===== src/rtl/rx_frame_buffer.sv =====
// rx_frame_buffer: captures a fixed-length payload after sync and re-sends it as RF pulses.
// Optional feature macro: FRAME_PARITY_EN (adds an even-parity bit after the payload).
module rx_frame_buffer #(
   parameter int PAYLOAD_BITS = 32,
   parameter int BIT_CYCLES   = 10000,
   parameter int PULSE_CYCLES = 1
) (
   input  logic                    clk,
   input  logic                    rst,
   input  logic                    rfin,
   input  logic                    sh_en,
   input  logic                    fsm_rst,
   input  logic                    RX,
   input  logic                    tx_rdy,
   output logic [PAYLOAD_BITS-1:0] frame_data,
   output logic                    frame_valid,
   output logic                    tx_pulse,
   output logic                    tx_busy,
   output logic                    tx_done,
   output logic                    overrun,
   output logic                    parity_err
);

   localparam int SLOT_W = (BIT_CYCLES > 1) ? $clog2(BIT_CYCLES) : 1;
   localparam int CNT_W  = $clog2(PAYLOAD_BITS + 2);
`ifdef FRAME_PARITY_EN
   localparam int TX_BITS = PAYLOAD_BITS + 1;
   localparam logic [CNT_W-1:0] PARITY_SLOT = CNT_W'(PAYLOAD_BITS);
`else
   localparam int TX_BITS = PAYLOAD_BITS;
   localparam logic [CNT_W-1:0] LAST_DATA = CNT_W'(PAYLOAD_BITS - 1);
`endif
   localparam logic [SLOT_W-1:0] SLOT_LAST = SLOT_W'(BIT_CYCLES - 1);
   localparam logic [SLOT_W-1:0] PULSE_END = SLOT_W'(PULSE_CYCLES);
   localparam logic [CNT_W-1:0]  LAST_TX   = CNT_W'(TX_BITS - 1);

   typedef enum logic [1:0] {IDLE, CAPTURE, FULL, TX} state_t;
   state_t state, next_state;

   logic                rfin_m;
   logic                rfin_s;
   logic                slot_latch;
   logic                sample_bit;
   logic [CNT_W-1:0]    count;
   logic [CNT_W-1:0]    bit_idx;
   logic [SLOT_W-1:0]   slot;
   logic [TX_BITS-1:0]  tx_sr;
   logic                slot_end;
   logic                load_first;
   logic                shift_in;
   logic                clear_frame;
   logic                set_overrun;
   logic                start_tx;
   logic                tx_last;
   logic                tx_abort;
`ifdef FRAME_PARITY_EN
   logic                parity_bit;
   logic                parity_ok;
   logic                parity_fail;
`endif

   // rfin is asynchronous; a pulse anywhere in the slot is remembered until the strobe
   always_ff @(posedge clk or posedge rst) begin
      if (rst) begin
         rfin_m     <= 1'b0;
         rfin_s     <= 1'b0;
         slot_latch <= 1'b0;
      end else begin
         rfin_m <= rfin;
         rfin_s <= rfin_m;
         if (sh_en || clear_frame)
            slot_latch <= 1'b0;
         else if (rfin_s)
            slot_latch <= 1'b1;
      end
   end

   assign sample_bit = slot_latch | rfin_s;
   assign slot_end   = (slot == SLOT_LAST);

   always_ff @(posedge clk or posedge rst) begin
      if (rst)
         state <= IDLE;
      else
         state <= next_state;
   end

   always_comb begin
      next_state  = state;
      load_first  = 1'b0;
      shift_in    = 1'b0;
      clear_frame = 1'b0;
      set_overrun = 1'b0;
      start_tx    = 1'b0;
      tx_last     = 1'b0;
      tx_abort    = 1'b0;
`ifdef FRAME_PARITY_EN
      parity_ok   = 1'b0;
      parity_fail = 1'b0;
`endif
      case (state)
         IDLE: begin
            if (fsm_rst) begin
               clear_frame = 1'b1;
            end else if (sh_en) begin
               load_first = 1'b1;
               next_state = CAPTURE;
            end
         end
         CAPTURE: begin
            if (fsm_rst) begin
               clear_frame = 1'b1;
               next_state  = IDLE;
            end else if (sh_en) begin
`ifdef FRAME_PARITY_EN
               if (count == PARITY_SLOT) begin
                  if (sample_bit == ^frame_data) begin
                     parity_ok  = 1'b1;
                     next_state = FULL;
                  end else begin
                     parity_fail = 1'b1;
                     clear_frame = 1'b1;
                     next_state  = IDLE;
                  end
               end else begin
                  shift_in = 1'b1;
               end
`else
               shift_in = 1'b1;
               if (count == LAST_DATA)
                  next_state = FULL;
`endif
            end
         end
         FULL: begin
            set_overrun = sh_en;
            if (!RX && tx_rdy) begin
               start_tx   = 1'b1;
               next_state = TX;
            end
         end
         TX: begin
            // returning to receive mode abandons the frame without a done strobe
            if (RX) begin
               tx_abort    = 1'b1;
               clear_frame = 1'b1;
               next_state  = IDLE;
            end else if (slot_end && bit_idx == LAST_TX) begin
               tx_last    = 1'b1;
               next_state = IDLE;
            end
         end
         default: next_state = IDLE;
      endcase
   end

   always_ff @(posedge clk or posedge rst) begin
      if (rst) begin
         frame_data <= '0;
         count      <= '0;
      end else if (clear_frame) begin
         frame_data <= '0;
         count      <= '0;
      end else if (load_first) begin
         frame_data <= {{(PAYLOAD_BITS-1){1'b0}}, sample_bit};
         count      <= CNT_W'(1);
      end else if (shift_in) begin
         frame_data <= {frame_data[PAYLOAD_BITS-2:0], sample_bit};
         count      <= count + CNT_W'(1);
      end else if (tx_last) begin
         count <= '0;
      end
   end

   // a separate shift copy keeps frame_data frozen while the slots go out MSB-first
   always_ff @(posedge clk or posedge rst) begin
      if (rst) begin
         slot    <= '0;
         bit_idx <= '0;
         tx_sr   <= '0;
      end else if (start_tx) begin
         slot    <= '0;
         bit_idx <= '0;
`ifdef FRAME_PARITY_EN
         tx_sr   <= {frame_data, parity_bit};
`else
         tx_sr   <= frame_data;
`endif
      end else if (state == TX) begin
         if (slot_end) begin
            slot    <= '0;
            bit_idx <= bit_idx + CNT_W'(1);
            tx_sr   <= {tx_sr[TX_BITS-2:0], 1'b0};
         end else begin
            slot <= slot + SLOT_W'(1);
         end
      end
   end

   always_ff @(posedge clk or posedge rst) begin
      if (rst) begin
         overrun <= 1'b0;
         tx_done <= 1'b0;
      end else begin
         tx_done <= tx_last;
         if (tx_last || tx_abort)
            overrun <= 1'b0;
         else if (set_overrun)
            overrun <= 1'b1;
      end
   end

`ifdef FRAME_PARITY_EN
   always_ff @(posedge clk or posedge rst) begin
      if (rst) begin
         parity_bit <= 1'b0;
         parity_err <= 1'b0;
      end else begin
         parity_err <= parity_fail;
         if (parity_ok)
            parity_bit <= sample_bit;
      end
   end
`else
   assign parity_err = 1'b0;
`endif

   assign frame_valid = (state == FULL) || (state == TX);
   assign tx_busy     = (state == TX);
   assign tx_pulse    = tx_busy && !RX && tx_sr[TX_BITS-1] && (slot < PULSE_END);

endmodule


===== config.mk =====
export PLATFORM = sky130hd
export DESIGN_NAME = rx_frame_buffer
export DESIGN_NICKNAME = d
export VERILOG_FILES = /design/src/rtl/rx_frame_buffer.sv
export SDC_FILE = /design/constraint.sdc
export NUM_CORES = 1
export LEC_CHECK = 0
export CORE_MARGIN = 2
export CORE_UTILIZATION = 55
export CTS_BUF_LIST = sky130_fd_sc_hd__clkbuf_16
export CTS_CLUSTER_SIZE = 20
export DETAILED_ROUTE_END_ITERATION = 8
export PLACE_DENSITY_LB_ADDON = 0.12
export SYNTH_ARGS = -nofsm -noshare
export SYNTH_HDL_FRONTEND = slang
export SYNTH_SLANG_ARGS = --single-unit
export TNS_END_PERCENT = 30

===== constraint.sdc =====
create_clock -name clk -period 4.2 [get_ports clk]
set_input_delay 0.42 -clock clk [delete_from_list [all_inputs] [get_ports clk]]
set_output_delay 0.42 -clock clk [all_outputs]
set_load 0.05 [all_outputs]

* After elaboration in Yosys (flattened, before gate mapping)
Cells that the tools add are included.
Word-level totals: logic and storage cells 90, register bits after elaboration 97, input bits 7, output and inout bits 38
Operators by class: multiplexer cells 43, reductions and logical operators 19, bitwise operators 1, $lt $le $gt $ge 1, equal/unequal tests 12, add/sub/neg operators 3
Operators with widths (count):
- $mux W32 | 6
- $mux W14 | 3
- $mux W6 | 7
- $mux W1 | 17
- $mux W2 | 8
- $add A14 B1 Y14 const B | 1
- $eq A14 B14 Y1 const B | 1
- $lt A14 B1 Y1 const B | 1
- $add A6 B1 Y6 const B | 2
- $eq A6 B5 Y1 const B | 2
- $pmux W2 S4 | 1
- $reduce_bool A2 Y1 | 4
- $ne A2 B2 Y1 const B | 3
- $ne A3 B3 Y1 const B | 2
- $reduce_and A6 Y1 | 1
- $logic_and A1 B1 Y1 | 5
- $eq A2 B2 Y1 const B | 2
- $reduce_bool A4 Y1 | 1
- $logic_or A1 B1 Y1 | 3
- $ne A3 B2 Y1 const B | 1
- $reduce_bool A3 Y1 | 1
- $eq A2 B1 Y1 const B | 1
- $logic_not A2 Y1 | 1
- $pmux W1 S2 | 1
- 4 further kinds | 4

* Depth between registers and ports, before layout
Gate-level depths: netlist of the first run.
depth in word-level cells 9, depth in mapped cells 7, mapped depth without buffers 5

* Worst setup path after synthesis of the first run
OpenSTA, ideal clock, no wires.
kind register to output, start point reg slot[11], end point out tx_pulse, slack 1.705 ns, required time 3.780 ns, path buffers 0, cell stages (with the launch flop) 3, arrival time 2.075 ns, path through dfrtp_1 > or4_4 > nor3_1
On the way: longest elaborated chain between the ends 2
RTL lines:
- start, declared | line 46 | logic [SLOT_W-1:0] slot;
- start signal, assigned | line 195 | slot <= slot + SLOT_W'(1);
- $lt A14 B1 Y1 | line 230 | assign tx_pulse = tx_busy && !RX && tx_sr[TX_BITS-1] && (slot < PULSE_END);
- $logic_and A1 B1 Y1 | line 230
- end, declared | line 17 | output logic tx_pulse,
No other way between the ends.

==> impl_results.md, run 1 <==
* Status: completed
* CTS HTree Levels at 3
* Cells after Synth at roughly 450
* Detailed-route vias per instance at 6.15
* ANT nets after route at 0
* Die X at between 90 and 100 um
* I/O pin count at 45
* Drt pass-1 iters at 4
* Initial antenna violation count at 0
* CTS Hold Bufs at 0
* All-Layer GR Usage at 24.4%
* Cell Int Power at 1360 uW
* Slowest cell on crit path: clkdlybuf4s50_1
* DIE AREA at ~9000 um2
* Syn-to-layout area delta at 16.4%
* # clock sinks at 97
* Max-Cap Viols at 0
* FF-to-FF setup slack at 1500 ps
* Drt drc at 0
* Final Hold Viols at 0
* Ordered cell list for the critical path: nand2_1 -> nor2_1 -> nand3_1 -> nor3_1 -> clkdlybuf4s50_1
* Crit path kind: flip-flop to output pin
* Post-synth EDFFs at 0
* Die Height at 94.7 um
* Initial Util at 55.9%
* Worst endpoint required time at 3780 ps
* Worst Setup Start Kind: flip-flop
* Hold_ws at 365 ps
* Clock transition at the registers of the reported paths at 70 ps
* Post-cts sizing count at 0
* GPL Wtd Cong at around 0.94
* Worst min path class: flip-flop to flip-flop
* DP HPWL at 6420 um
* Kind of cell adding the most delay to the critical path: simple AND/OR/NAND/NOR gates
* CP peak stage delay at 820 ps
* Clock Power Share at between 40% and 50%
* Post-Syn Area at 4520 um2
* Max Fclk at 313 MHz
* Syn Area/Cell at 9.98 um2
* Gr ovfl total at 0
* Num CTS Buffers at 9
* CTS Buffer Depth at 2
* # diodes at 0
* Placeable Area at 8090 um2
* IO Port Bufs at 43
* Pin count of the biggest net entering global routing at 90
* Share of cells above drive strength 1 at under 10%
* PD cells at 338 nW/um2
* RSZ-0062 raised after global routing: false
* Critical path arrival at 2770 ps
* Worst-Margin Slew at 1200 ps
* WP buf/inv at 1
* Setup violators final at 0
* CTS tree: built
* Net switching power at 415 uW
* P_leak at 0.00213 uW
* Combinational share of power at 4.2%
* Vias in the first global route at about 3.5k
* Skew-Pair Late Insertion Delay at 330 ps
* Register area share after synthesis at 53.7%
* Routed len/inst at 17.4 um
* Worst Setup End Kind: output pin
* Nets at 492
* Most frequent cells in the layout: dfrtp_1 (97), nand2_1 (82), clkdlybuf4s50_1 (43)
* Max Fanout on Critical Path at 17
* Setup WS post-layout at slightly above 1000 ps
* Post-Syn Nets at roughly 460
* Vias after detailed routing at roughly 3.6k
* Final core utilization at 65.0%
* Reg power frac at around 54%
* Max transition margin at 19.7%
* Pre-CTS setup slack at 1420 ps
* Wirelength, routed at 10,300 um
* Synth Flop Type: dfrtp_1
* Drt initial violations at between 200 and 300
* Synth cell types at 51
* Setup TNS Final at 0 ps
* YS warnings at 0
* Number of synthesized register bits at 97
* First-pass GRT wire length at 17,200 um
* Post-CTS setup buffers at 0
* Share of the cycle needed by the critical path after routing at 76.0%
* Fin. max-slew vios at 0
* Root buf cell: clkbuf_16
* FP Rows at 33
* VDD IR max at 0.237 mV
* Worst Skew at 9.07 ps
* Post-synth ARST share at between 90% and 100%
* Commonest non-fill, non-tap cell in the layout: dfrtp_1
* Switching share of power at about a quarter
* Period minus WS final at 3190 ps
==> kinds of logic after synthesis <==
logic type,share of synthesized area [%]
adders and majority gates,1.11
other,0.0830
xor gates and xnor gates,1.55
buffers and inverters,4.40
DFF,53.7
and+or+nand+nor,19.7
AOI/OAI and AO/OA,19.2
muxes,0.221
==> cell usage after synthesis, drive strengths merged (2+ instances only) <==
library cell,n,area share [%]
a21oi,11,1.2
a22o,32,6.2
or3,36,5.0
o311ai,2,0.39
a211oi,3,0.50
o211ai,30,5.0
clkbuf,26,2.2
a31o,2,0.39
nor4,3,0.42
dfrtp,97,54
nor2,15,1.3
a21o,2,0.33
buf,8,1.3
nor3,8,0.89
nand4,3,0.42
a2111oi,3,0.58
nand2b,2,0.28
o41ai,2,0.39
a31oi,12,1.7
ha,4,1.1
a41oi,2,0.39
or4,3,0.58
inv,11,0.91
nand3,17,1.9
xnor2,8,1.6
o21ai,10,1.1
nand2,82,6.8
==> path summary, 6_finish.rpt <==
| path | from | to | cells after the start |
|---|---|---|---|
| min in group asynchronous | rst | slot[8] | 2 |
| max in group asynchronous | rst | tx_sr[15] | 3 |
| worst max register to register | slot[11] | tx_sr[1] | 5 |
| worst min-delay path | rfin_m | rfin_s | 0 |
| worst max-delay path | flip-flop | tx_pulse | 5 |
| worst min register to register | rfin_m | rfin_s | 0 |
==> state kept, by name, indices dropped and copies added, names as in the netlist, 6 cells and up, named ones only <==
| signal | flops |
|---|---|
| tx_sr | 32 |
| count | 6 |
| slot | 14 |
| bit_idx | 6 |
| frame_data | 32 |
==> layout make-up <==
| cell class | instances | area, um2 |
|---|---|---|
| clock inverters | 6 | 45.0 |
| repair buffers | 51 | 490 |
| flip-flops and latches | 97 | 2430 |
| clock buffers | 9 | 225 |
| well taps | 105 | 131 |
| inverters | 11 | 43.8 |
| fillers | 679 | 2830 |
| multi-input cells | 311 | 1900 |
==> layer usage <==
metal  track usage [%]  vias up  wire length, um  part of all wire (%)
met5                 0        -                0                     0
met4              6.64        0               78                  0.76
met3              4.15        7              363                   3.5
met2              38.8       82             4920                    48
met1              35.0     1830             4900                    48
li1                  -     1708                -                     -
==> stage by stage <==
stage,total power (uW),instance area [um2],instances
CTS,1790,5260,590
detailed placement,1050,4990,575
floorplan,1020,4520,453
global route,1840,5260,590
global placement,1040,4990,575
finish,1780,5260,590
==> power groups by stage <==
| stage | sequential (uW) | clock [uW] | combinational (uW) |
|---|---|---|---|
| 5_1_grt | 955 | 806 | 83.4 |
| 3_5_place_dp | 972 | 0 | 76.4 |
| 2_1_floorplan | 968 | 0 | 52.2 |
| 6_report | 954 | 749 | 74.1 |
| 4_1_cts | 954 | 758 | 76.6 |
| 3_3_place_gp | 970 | 0 | 74.6 |
Note: power is estimated with default switching activity, not from simulation.
==> run 2, diff against run 1 <==
Clock period 4.2 ns to 3.04 ns, I/O delays scaled along.
==> impl_results.md, run 2 (synthesis results as in run 1) <==
* Placement Cell Area at 5060 um2 (was 4990 um2)
* DIE AREA at 8960 um2 (unchanged)
* Critical path arrival at 2410 ps (was 2770 ps)
* Skew-Pair Late Insertion Delay at 340 ps (was 330 ps)
* Period minus WS final at 2710 ps
* Initial Util at 55.9% (unchanged)
* DP HPWL at 6420 um (about the same)
* Num CTS Buffers at 9 (unchanged)
* Die Height at 94.7 um (unchanged)
* Share of the cycle needed by the critical path after routing at 89.3%
* CTS Hold Bufs at 0 (unchanged)
* Initial antenna violation count at 0 (unchanged)
* Fin. max-slew vios at 0 (unchanged)
* Status: completed (unchanged)
* PD cells at 486 nW/um2 (was 338 nW/um2)
* Syn-to-layout area delta at 18.8% (was 16.4%)
* Routed len/inst at 16.9 um (was 17.4 um)
* Setup TNS Final at 0 ps (unchanged)
* Drt drc at 0 (unchanged)
* IO Port Bufs at 43 (unchanged)
* First-pass GRT wire length at 17,000 um (was 17,200 um)
* Commonest non-fill, non-tap cell in the layout: dfrtp_1 (unchanged)
* Worst Setup End Kind: output pin (unchanged)
* Setup violators final at 0 (unchanged)
* Max Fclk at 369 MHz
* Wirelength, routed at 10,000 um (was 10,300 um)
* Pre-CTS setup slack at 424 ps (was 1420 ps)
* Worst min path class: primary input to async pin (was flip-flop to flip-flop)
* # diodes at 0 (unchanged)
* Max Fanout on Critical Path at 18 (was 17)
* P_leak at 0.00219 uW (was 0.00213 uW)
* CTS tree: built (unchanged)
* Gr ovfl total at 0 (unchanged)
* Post-cts sizing count at 0 (unchanged)
* CTS Buffer Depth at 2 (unchanged)
* Vias after detailed routing at 3,624 (was 3,627)
* Root buf cell: clkbuf_16 (unchanged)
* Die X at 94.7 um (unchanged)
* Most frequent cells in the layout: dfrtp_1 (97), nand2_1 (82), clkdlybuf4s50_1 (41) (was dfrtp_1 (97), nand2_1 (82), clkdlybuf4s50_1 (43))
* Clock transition at the registers of the reported paths at 60 ps (was 70 ps)
* Max transition margin at 27.7% (was 19.7%)
* Nets at 497 (was 492)
* ANT nets after route at 0 (unchanged)
* Placeable Area at 8090 um2 (unchanged)
* GPL Wtd Cong at 0.923 (was 0.936)
* Worst endpoint required time at 2740 ps (was 3780 ps)
* Post-CTS setup buffers at 0 (unchanged)
* Setup WS post-layout at 327 ps (was 1010 ps)
* All-Layer GR Usage at 24.3% (was 24.4%)
* Detailed-route vias per instance at 6.09 (was 6.15)
* Crit path kind: flip-flop to output pin (unchanged)
* Top flop regs: frame_data (32), tx_sr (32), slot (14) (unchanged)
* Drt initial violations at 222 (was 255)
* Drt pass-1 iters at 4 (unchanged)
* Final Hold Viols at 0 (unchanged)
* Vias in the first global route at 3,435 (was 3,545)
* Cell area after layout at 5370 um2 (was 5260 um2)
* # clock sinks at 97 (unchanged)
* Worst Setup Start Kind: flip-flop (unchanged)
* Worst Skew at 9.13 ps (was 9.07 ps)
* Pin count of the biggest net entering global routing at 50 (was 90)
* Share of cells above drive strength 1 at 7.96% (was 6.60%)
* FP Rows at 33 (unchanged)
* I/O pin count at 45 (unchanged)
* VDD IR max at 0.331 mV (was 0.237 mV)
* RSZ-0062 raised after global routing: false (unchanged)
* CTS HTree Levels at 3 (unchanged)
* Max-Cap Viols at 0 (unchanged)
* Worst-Margin Slew at 1080 ps (was 1200 ps)
==> run 2: where the power goes <==
| part | total (uW) | switching, uW | leakage (uW) | internal, uW |
|---|---|---|---|---|
| clock | 1190 | 476 | 0.000153 | 713 |
| sequential | 1320 | 17.5 | 0.00130 | 1300 |
| combinational | 105 | 74.7 | 0.000739 | 30.7 |
| total | 2610 | 568 | 0.00219 | 2050 |
==> run 2: layout make-up <==
cell class / instances / area (um2)
timing repair buffer: 56 / 561
sequential: 97 / 2430
fill: 668 / 2720
tap: 105 / 131
clock buffer: 9 / 225
clock inverter: 6 / 85.1
multi-input combinational: 311 / 1900
inverter: 11 / 43.8
==> run 2: path summary, 6_finish.rpt <==
| kind | startpoint | depth (start not counted) | to | slack [ps] |
|---|---|---|---|---|
| hold / removal | rst | 2 | frame_data[26] | 320 |
| setup / recovery | flip-flop | 5 | tx_pulse | 330 |
| setup reg to reg | slot[11] | 5 | bit_idx[4] | 340 |
| min in group clk | rfin_m | 0 | rfin_s | 350 |
| hold reg to reg | rfin_m | 0 | rfin_s | 350 |
| max in group asynchronous | rst | 3 | tx_sr[9] | 2130 |
==> run 2: critical path: stages, from the launching register on <==
cell     delay, ps
dfrtp_1        590
nand2_1        430
nor2_1         380
nand3_1        140
nor3_1         330
buf_12         190
==> run 2: metal layers <==
metal  global-route usage, %  up-vias  wire [um]
met1                    36.6     1817       4920
met2                    36.1       75       4700
met5                       0        -          0
met3                    3.43        8        289
met4                    8.33        0        124
li1                        -     1724          -
==> run 2: metrics by stage <==
step | util [%] | instances | hold slack, ps | power (uW)
5_1_grt | 66.4 | 595 | 371 | 2700
2_1_floorplan | - | 453 | 331 | 1410
4_1_cts | 66.4 | 595 | 331 | 2630
3_3_place_gp | 62.6 | 580 | 336 | 1450
3_5_place_dp | 62.6 | 580 | 336 | 1450
6_report | 66.4 | 595 | 322 | 2610
==> run 3, diff against run 2 <==
Settings changed: PLACE_DENSITY set to 0.79, PLACE_DENSITY_LB_ADDON 0.12 to unset.
==> impl_results.md, run 3 (synthesis results as in run 1) <==
* Status: completed (unchanged)
* All-Layer GR Usage at 24.2% (was 24.3%)
* Cell area after layout at 5330 um2 (was 5370 um2)
* Critical path arrival at 2960 ps (was 2410 ps)
* # diodes at 0 (unchanged)
* Crit path kind: flip-flop to flip-flop (was flip-flop to output pin)
* Worst Skew at 8.06 ps (was 9.13 ps)
* Detailed-route vias per instance at 6.17 (was 6.09)
* # clock sinks at 97 (unchanged)
* Syn-to-layout area delta at 18.0% (was 18.8%)
* Max-Cap Viols at 0 (unchanged)
* Pre-CTS setup slack at 378 ps (was 424 ps)
* FF-to-FF setup slack at 330 ps (was 340 ps)
* DP HPWL at 6420 um (about the same)
* FF-to-FF Start: slot[11] (unchanged)
* I/O pin count at 45 (unchanged)
* Initial Util at 55.9% (unchanged)
* Max Fclk at 369 MHz (about the same)
* Wirelength, routed at 10,000 um (about the same)
* Hold_ws at 176 ps (was 322 ps)
* Share of cells above drive strength 1 at 7.96% (unchanged)
* ANT nets after route at 0 (unchanged)
* Worst-Margin Slew at 1140 ps (was 1080 ps)
* First-pass GRT wire length at 16,900 um (was 17,000 um)
* CTS tree: built (unchanged)
* Fin. max-slew vios at 0 (unchanged)
* Setup WS post-layout at 330 ps (was 327 ps)
* Clock Power Share at 43.4% (was 45.5%)
* Setup violators final at 0 (unchanged)
* Max Fanout on Critical Path at 28 (was 18)
* GPL Wtd Cong at 0.875 (was 0.923)
* Die Height at 94.7 um (unchanged)
* Period minus WS final at 2710 ps (about the same)
* VDD IR max at 0.336 mV (was 0.331 mV)
* Reg power frac at 52.5% (was 50.5%)
* Worst Reg-to-Reg Cells at 6 (was 5)
* Crit. Startpoint: slot[11]
* Pin count of the biggest net entering global routing at 56 (was 50)
* Vias in the first global route at 3,491 (was 3,435)
* Net switching power at 554 uW (was 568 uW)
* Gr ovfl total at 0 (unchanged)
* Setup TNS Final at 0 ps (unchanged)
* Drt drc at 0 (unchanged)
* Drt initial violations at 268 (was 222)
* Die X at 94.7 um (unchanged)
* Commonest non-fill, non-tap cell in the layout: dfrtp_1 (unchanged)
* CTS Hold Bufs at 0 (unchanged)
* Skew-Pair Late Insertion Delay at 340 ps (about the same)
* Switching share of power at 22.1% (was 21.7%)
* RSZ-0062 raised after global routing: false (unchanged)
* Total power at 2510 uW (was 2610 uW)
* Initial antenna violation count at 0 (unchanged)
* Routed len/inst at 16.8 um (was 16.9 um)
* FF-to-FF End: tx_sr[21] (was bit_idx[4])
* Max transition margin at 24.3% (was 27.7%)
* Drt pass-1 iters at 4 (unchanged)
* Vias after detailed routing at 3,669 (was 3,624)
* Worst Setup End Kind: flip-flop (was output pin)
* Top flop regs: frame_data (32), tx_sr (32), slot (14) (unchanged)
* Placement Cell Area at 5050 um2 (was 5060 um2)
* Combinational share of power at 4.1% (was 4.0%)
* DIE AREA at 8960 um2 (unchanged)
* CTS HTree Levels at 3 (unchanged)
* Most frequent cells in the layout: dfrtp_1 (97), nand2_1 (82), clkdlybuf4s50_1 (41) (unchanged)
* PD cells at 471 nW/um2 (was 486 nW/um2)
* IO Port Bufs at 43 (unchanged)
* Nets at 497 (unchanged)
* Num CTS Buffers at 9 (unchanged)
* Post-cts sizing count at 0 (unchanged)
* CTS Buffer Depth at 2 (unchanged)
* Final Hold Viols at 0 (unchanged)
* P_leak at 0.00217 uW (was 0.00219 uW)
* Clock transition at the registers of the reported paths at 70 ps (was 60 ps)
* Worst endpoint required time at 3290 ps (was 2740 ps)
* Post-CTS setup buffers at 0 (unchanged)
* FP Rows at 33 (unchanged)
* Share of the cycle needed by the critical path after routing at 89.2% (was 89.3%)
* Cell Int Power at 1960 uW (was 2050 uW)
* Worst Setup Start Kind: flip-flop (unchanged)
* Placeable Area at 8090 um2 (unchanged)
* Worst min path class: primary input to async pin (unchanged)
* Root buf cell: clkbuf_16 (unchanged)
## run 3: changes by cell type in the layout (fill, tap and decap cells not counted), sizes merged
| cell | change |
|---|---|
| clkinv | +3 |
| inv | -2 |
| bufinv | -1 |
## run 3: layout make-up
cell class | count | area, um2
timing repair buffer | 56 | 548
tap | 105 | 131
inverter | 11 | 42.5
clock buffer | 9 | 225
sequential | 97 | 2430
clock inverter | 6 | 60.1
fill | 637 | 2760
multi-input combinational | 311 | 1900
## run 3: how the worst max path moves through the flow
stage | to | slack (ps) | cells after the start
6_report | tx_sr[21] | 330 | 6
5_1_grt | tx_sr[21] | 230 | 6
4_1_cts | tx_sr[21] | 350 | 6
3_5_place_dp | tx_sr[21] | 380 | 6
3_3_place_gp | tx_sr[27] | 440 | 6
2_1_floorplan | async pin | 200 | 1
## run 3: metal layers
| metal | part of all wire (%) | vias up | global-route usage (%) |
|---|---|---|---|
| met5 | 0 | - | 0 |
| met4 | 1.9 | 0 | 10.9 |
| met3 | 4.4 | 19 | 4.23 |
| met2 | 48 | 119 | 35.6 |
| met1 | 46 | 1807 | 35.2 |
| li1 | - | 1724 | - |
## run 3: per-stage QoR
stage / util, % / instances
after floorplan: - / 453
after global placement: 62.4 / 580
after detailed placement: 62.4 / 580
after CTS: 65.9 / 595
after global routing: 65.9 / 595
final: 65.9 / 595
## run 3: worst max-delay path, stage by stage, from the launching register on
cell      delay [ps]
dfrtp_1          430
or4_4            580
or4b_1           660
buf_4            280
buf_4            200
or3_1            360
o211ai_1         110
## run 3: power by group through the flow
| stage | sequential (uW) | clock, uW | combinational (uW) |
|---|---|---|---|
| after floorplan | 1340 | 0 | 72.2 |
| after global placement | 1340 | 0 | 102 |
| after detailed placement | 1340 | 0 | 105 |
| after CTS | 1320 | 1110 | 105 |
| after global routing | 1320 | 1170 | 116 |
| final | 1320 | 1090 | 104 |
